`config.mk`:
```
export PLATFORM = sky130hd
export DESIGN_NAME = secuenciador_sel
export DESIGN_NICKNAME = d
export VERILOG_FILES = /design/src/rtl/secuenciador_sel.sv
export SDC_FILE = /design/constraint.sdc
export NUM_CORES = 1
export LEC_CHECK = 0
export CAP_MARGIN = 15
export CORE_MARGIN = 3
export CORE_UTILIZATION = 40
export CTS_CLUSTER_DIAMETER = 30
export DETAILED_ROUTE_END_ITERATION = 8
export REMOVE_ABC_BUFFERS = 1
export SYNTH_ARGS = -nofsm -noshare
export SYNTH_HDL_FRONTEND = slang
export SYNTH_SLANG_ARGS = --single-unit
```
`constraint.sdc`:
```
create_clock -name i_Clk -period 2.1 [get_ports i_Clk]
set_input_delay 0.21 -clock i_Clk [delete_from_list [all_inputs] [get_ports i_Clk]]
set_output_delay 0.21 -clock i_Clk [all_outputs]
set_load 0.02 [all_outputs]
```
`src/rtl/secuenciador_sel.sv`:
```
// secuenciador_sel: select sequencer feeding the 2-bit i_Sel of the 4:1 Demx.
// Steps through the channels enabled in a latched 4-bit mask. Each enabled
// channel is held for DWELL cycles. Operation is either a single sweep
// (ending with a one-cycle o_Fin pulse) or a continuous loop.
//
// Ports
//   i_Clk      clock, rising edge
//   i_Rst      asynchronous active-high reset
//   i_Inicio   start request; i_Continuo and i_Mascara are sampled with it
//   i_Continuo 1 = loop forever, 0 = single sweep
//   i_Detener  abort; returns to idle on the next cycle, no o_Fin
//   i_Mascara  channel enables, bit n = channel n
//   o_Sel      current channel (held while idle)
//   o_Valido   high on every cycle of a dwell
//   o_Cambio   pulse on the first cycle of each dwell
//   o_Ocupado  high while sweeping
//   o_Fin      pulse when a single sweep completes
module secuenciador_sel #(
  parameter int unsigned DWELL   = 50,
  parameter int unsigned DWELL_W = 8
) (
  input  logic       i_Clk,
  input  logic       i_Rst,
  input  logic       i_Inicio,
  input  logic       i_Continuo,
  input  logic       i_Detener,
  input  logic [3:0] i_Mascara,
  output logic [1:0] o_Sel,
  output logic       o_Valido,
  output logic       o_Cambio,
  output logic       o_Ocupado,
  output logic       o_Fin
);

  typedef enum logic [1:0] {
    REPOSO,
    ESPERA,
    FIN
  } estado_t;

  localparam logic [DWELL_W-1:0] CARGA = DWELL_W'(DWELL - 1);

  estado_t            estado, estado_n;
  logic [1:0]         sel, sel_n;
  logic [DWELL_W-1:0] cnt, cnt_n;
  logic [3:0]         mask_q, mask_n;
  logic               cont_q, cont_n;
  logic               valido, valido_n;
  logic               cambio, cambio_n;
  logic               ocupado, ocupado_n;
  logic               fin, fin_n;

  logic [1:0]         primer_in;
  logic [1:0]         primer_lat;
  logic [2:0]         siguiente_lat;

  // Lowest set bit of the mask (mask assumed non-zero by the callers).
  function automatic logic [1:0] primer(input logic [3:0] m);
    logic [1:0] r;
    logic [1:0] idx;
    r = '0;
    for (int unsigned i = 4; i > 0; i--) begin
      idx = 2'(i - 1);
      if (m[idx]) r = idx;
    end
    return r;
  endfunction

  // {found, channel}: lowest set bit strictly above 'desde'; no wrap.
  function automatic logic [2:0] siguiente(input logic [3:0] m, input logic [1:0] desde);
    logic [2:0] r;
    logic [1:0] idx;
    r = '0;
    for (int unsigned i = 4; i > 0; i--) begin
      idx = 2'(i - 1);
      if (m[idx] && (idx > desde)) r = {1'b1, idx};
    end
    return r;
  endfunction

  assign primer_in     = primer(i_Mascara);
  assign primer_lat    = primer(mask_q);
  assign siguiente_lat = siguiente(mask_q, sel);

  always_ff @(posedge i_Clk or posedge i_Rst) begin
    if (i_Rst) begin
      estado  <= REPOSO;
      sel     <= '0;
      cnt     <= '0;
      mask_q  <= '0;
      cont_q  <= 1'b0;
      valido  <= 1'b0;
      cambio  <= 1'b0;
      ocupado <= 1'b0;
      fin     <= 1'b0;
    end else begin
      estado  <= estado_n;
      sel     <= sel_n;
      cnt     <= cnt_n;
      mask_q  <= mask_n;
      cont_q  <= cont_n;
      valido  <= valido_n;
      cambio  <= cambio_n;
      ocupado <= ocupado_n;
      fin     <= fin_n;
    end
  end

  // Next-state logic also computes next output values so every output
  // comes straight from a flop.
  always_comb begin
    estado_n  = estado;
    sel_n     = sel;
    cnt_n     = cnt;
    mask_n    = mask_q;
    cont_n    = cont_q;
    valido_n  = 1'b0;
    cambio_n  = 1'b0;
    ocupado_n = 1'b0;
    fin_n     = 1'b0;

    if (i_Detener) begin
      estado_n = REPOSO;
    end else begin
      unique case (estado)
        REPOSO: begin
          if (i_Inicio && (i_Mascara != '0)) begin
            mask_n    = i_Mascara;
            cont_n    = i_Continuo;
            sel_n     = primer_in;
            cnt_n     = CARGA;
            estado_n  = ESPERA;
            valido_n  = 1'b1;
            cambio_n  = 1'b1;
            ocupado_n = 1'b1;
          end
        end
        ESPERA: begin
          valido_n  = 1'b1;
          ocupado_n = 1'b1;
          if (cnt != '0) begin
            cnt_n = cnt - 1'b1;
          end else if (siguiente_lat[2]) begin
            sel_n    = siguiente_lat[1:0];
            cnt_n    = CARGA;
            cambio_n = 1'b1;
          end else if (cont_q) begin
            // Wrap; with a single-bit mask this re-dwells the same channel.
            sel_n    = primer_lat;
            cnt_n    = CARGA;
            cambio_n = 1'b1;
          end else begin
            estado_n  = FIN;
            valido_n  = 1'b0;
            ocupado_n = 1'b0;
            fin_n     = 1'b1;
          end
        end
        FIN: begin
          estado_n = REPOSO;
        end
        default: begin
          estado_n = REPOSO;
        end
      endcase
    end
  end

  assign o_Sel     = sel;
  assign o_Valido  = valido;
  assign o_Cambio  = cambio;
  assign o_Ocupado = ocupado;
  assign o_Fin     = fin;

endmodule

```
Word level (Yosys, flattened, before mapping). Index checks and enable logic that the tools add are counted.

Magnitude comparators: 4. Bitwise gates (word level): 1. Multiplexer cells: 42. Equality and inequality tests: 9. Reduce and logical (&&, ||, !) cells: 13. $add $sub $neg: 1.

Operators by type and width (count): two-way mux 2 bit (17); two-way mux 8 bit (4); case mux 8 bit (2 select lines) (1); inequality test 3 bit, second input constant (5); two-way mux 1 bit (12); two-way mux 3 bit (4); case mux 2 bit (2 select lines) (2); AND reduction 4 bit (2); nonzero test 8 bit (1); subtractor 8 x 1 -> 8 bit, second input constant (1); logical AND 1 bit (5); AND reduction 5 bit (1); > comparator 1 x 2 -> 1 bit, first input constant (2); > comparator 2 bit, first input constant (2); inequality test 2 bit, second input constant (2); inequality test 4 bit, second input constant (1); case mux 1 bit (2 select lines) (2); nonzero test 4 bit (1); AND reduction 3 bit (1); == test 2 x 1 -> 1 bit, second input constant (1); logical NOT 2 bit (1); nonzero test 2 bit (1); inverter 1 bit (1).

Bits of input ports: 9. Register bits: 20. Output and inout bits: 6. Logic and storage cells: 78.

Longest topological paths before layout.
Depth in word-level cells: 10. Depth in mapped cells: 7. Mapped depth without buffers: 7.

Worst setup path before layout. Ideal clock, no wire load.

Path kind: register to register. From: register cnt[0]. To: register cnt[6]. Arrival time: 1.496 ns. Data required time: 1.971 ns. Path buffers: 0. Cell stages (with the launch flop): 8. Period minus slack after synthesis: 1.625 ns. Library setup time: 0.129 ns. Slack: 0.475 ns. Cells stage by stage: dfrtp_1 > inv_1 > ha_1 > or3b_2 > nor3_1 > nor2_1 > o21ai_0 > o41ai_1.

Cells in the longest elaborated chain, start to end: 3. Elaborated cells between the ends (all ways): 6. Those cells by class: add/sub: 1; eq/ne: 1; mux: 2; reduce/logical: 2.

RTL lines: start, declared (line 45) `logic [DWELL_W-1:0] cnt, cnt_n;`; start signal, assigned (line 99) `cnt <= cnt_n;`; subtractor 8 x 1 -> 8 bit or nonzero test 8 bit (tied branches) (line 142, 141); two-way mux 8 bit or inequality test 4 bit (tied branches); case mux 8 bit (2 select lines) or AND reduction 4 bit (tied branches).

Parallel ways exist; a longest one is shown, timed or not. A chain may end at the register's enable or synchronous reset.

Worst setup path after layout.
From: register cnt[0]. To: register sel[0], in the netlist o_Sel[0].

Cells in the longest elaborated chain, start to end: 3.

RTL lines: nonzero test 8 bit (line 141) `if (cnt != '0) begin`; inequality test 2 bit (no source line); AND reduction 5 bit (no source line); end signal, assigned (line 98) `sel <= sel_n;`; end, declared (line 44) `logic [1:0] sel, sel_n;`.

Every way passes these cells.

==> metrics <==
status completed; CTS tree done; Worst Setup End Kind register; Final WS setup between 0.2 and 0.3 ns; Longest Clk Path Bufs 2; startpoint types register; Syn Area/Cell 9.55 um^2; Max Clk Rate 546 MHz; Hold Crit Class primary input to asynchronous set/reset pin; Final Cycle Share ~87%; min cycle time layout between 1.5 and 2 ns; R2R Path Start cnt[0]; vias in the first global route 850; Worst Tran Pin Value roughly 0.47 ns; Mapped Area around 0.0011 mm^2; vias per inst 5.61; site row count 18; Initial Util 43.2%; unrepaired setup endpoints after global routing false; number of H-tree levels 1; via count 915; largest net degree at the start of global routing 21; final setup fails 0; Req. time, crit path 2.27 ns; fill cell count 255; Die ar. around 0.0034 mm^2; Setup Skew roughly 0.011 ns; drt initial violations 27; Final Slew Violations 0; Crit Path Class register to register; reg2reg setup slack 0.27 ns; Post-DRT Antenna Nets 0; P per Cell Area 901 mW/mm^2; Ys Warns 0; worst slack, placed 0.0917 ns; TritonCTS buffer count 3; most common cell after layout, fill and taps aside dfrtp_1; share of layout cells above drive strength 1 12.8%; Die Height slightly below 60 um; I/O pin total 15; Synth-to-Final Area Change 20.1%; Unique masters post-synth 35; Crit. Startpoint cnt[0]; initial antenna violation count 0; Setup TNS Final 0 ns; post-CTS resize count 0; Tot GR Track Use approximately 14%; Arr. time, crit path 2.00 ns; clock root buffer clkbuf_4; reg2reg end o_Sel[0]; Post-Syn Instances 114; CTS Sinks 20; Nets 146; DRT Pass-1 Iters 4; total grt overflow 0; post-synthesis sequential area ratio 46.0%; slew margin rel. around 70%; first-pass GRT wire length 3750 um; final wirelength 2180 um; DPL Wire Length 1700 um; Hold Vio Cnt, Final 0; PortBufs 14; cts hold-fix bufs 0; Worst VDD drop 0.000580 V; Seq cells post-synth 20; CTS clock-pin slew for the worst setup and hold paths 0.11 ns; most frequent cells in the layout dfrtp_1 (20), o21ai_0 (14), clkdlybuf4s50_1 (14); Leakage 0.532 nW; per-cell routed wire length around 13 um; core area 0.00252 mm^2; ant diodes 0; CP max FO 5; routability cong. between 0.8 and 0.9; # Max-Cap Violations 0; # DRC 0; cells on worst reg2reg path 7; Setup Buffers After CTS 0; die width 58.2 um; worst-skew pair later-pin latency slightly below 0.3 ns
## logic make-up after synthesis
logic type	count (synthesis)	share of synthesized area [%]
compound gates	39	24.1
simple gates	40	20.7
buf+inv	10	3.79
mux	3	3.10
fa+ha+maj	2	2.30
flops	20	46.0
## synthesized netlist by cell type
library cell | instances | share of area, %
o21ai_0 | 14 | 6.4
a31oi_2 | 1 | 1.1
inv_1 | 8 | 2.8
or4_1 | 1 | 0.69
o41ai_1 | 3 | 2.4
a22oi_1 | 1 | 0.69
a21oi_2 | 1 | 0.80
nand2b_1 | 2 | 1.1
a31oi_1 | 1 | 0.58
nor4_1 | 1 | 0.58
ha_1 | 2 | 2.3
nor3b_1 | 2 | 1.4
a21oi_1 | 9 | 4.1
nor2_1 | 8 | 2.8
o31ai_1 | 1 | 0.69
dfrtp_1 | 20 | 46
nor4b_1 | 2 | 1.6
nor3_1 | 4 | 1.8
mux2_2 | 3 | 3.1
a311oi_1 | 1 | 0.80
nor4b_4 | 1 | 2.2
clkbuf_1 | 1 | 0.34
and2_1 | 1 | 0.58
or3_1 | 1 | 0.58
or3b_2 | 1 | 0.80
nand2_1 | 13 | 4.5
nand3_1 | 1 | 0.46
a31oi_4 | 1 | 2.0
buf_4 | 1 | 0.69
nor2b_1 | 1 | 0.58
or4_4 | 1 | 1.0
o21bai_1 | 2 | 1.4
a22o_1 | 1 | 0.80
a211o_2 | 1 | 0.92
o21a_1 | 2 | 1.4
## registers in the layout, summed over array words and instances, names as in the netlist
signal	cells
o_Ocupado	1
estado	2
o_Cambio	1
mask_q	4
o_Fin	1
cont_q	1
cnt	8
o_Sel	2
## power by group
part / total [W] / internal [W] / switching, W / leakage, nW
registers: 0.000582 / 0.000467 / 0.000115 / 0.248
logic: 0.000417 / 0.000205 / 0.000212 / 0.270
clock network: 0.000178 / 0.0000666 / 0.000111 / 0.0138
total: 0.00118 / 0.000739 / 0.000438 / 0.532
## how the worst max path moves through the flow
stage                     endpoint  slack, ns  cells after the start
after floorplan             cnt[6]       0.48                      7
after global placement      cnt[3]       0.12                      5
after detailed placement    cnt[5]       0.09                      6
after CTS                 o_Sel[0]       0.26                      7
after global routing      o_Sel[0]       0.08                      7
final                     o_Sel[0]       0.27                      7
## per-stage QoR
step	hold slack, ns	cell area [um^2]	util (%)	power (W)	cells
after detailed placement	0.484	1280	50.9	0.00101	160
final	0.225	1310	51.8	0.00118	163
after global routing	0.259	1310	51.8	0.00128	163
after CTS	0.228	1310	51.8	0.00119	163
after floorplan	0.174	1080	-	0.000851	112
after global placement	0.485	1280	50.9	0.00100	160
## routing by layer
| metal | global-route usage, % | routed length, um | up-vias |
|---|---|---|---|
| met5 | 0 | 0 | - |
| met4 | 4.64 | 23 | 0 |
| met3 | 3.56 | 66 | 4 |
| met2 | 24.4 | 1120 | 15 |
| met1 | 18.2 | 970 | 441 |
| li1 | - | - | 455 |
## critical path, cell delays in order, from the launching register on
cell     delay [ns]
dfrtp_1        0.43
inv_1          0.09
ha_1           0.15
nor4b_4        0.29
a21oi_1        0.22
a211o_2        0.39
nand2_1        0.07
o21ai_0        0.07
## cell type report
type	count	area [um^2]	area share [%]
Clock buffer	3	22.5	1.72
Inverter	8	30.0	2.30
Multi-Input combinational cell	84	547	41.8
Sequential cell	20	500	38.3
Tap cell	30	37.5	2.87
Timing Repair Buffer	18	170	13.0
No activity file was read; power rests on OpenSTA's default activity.
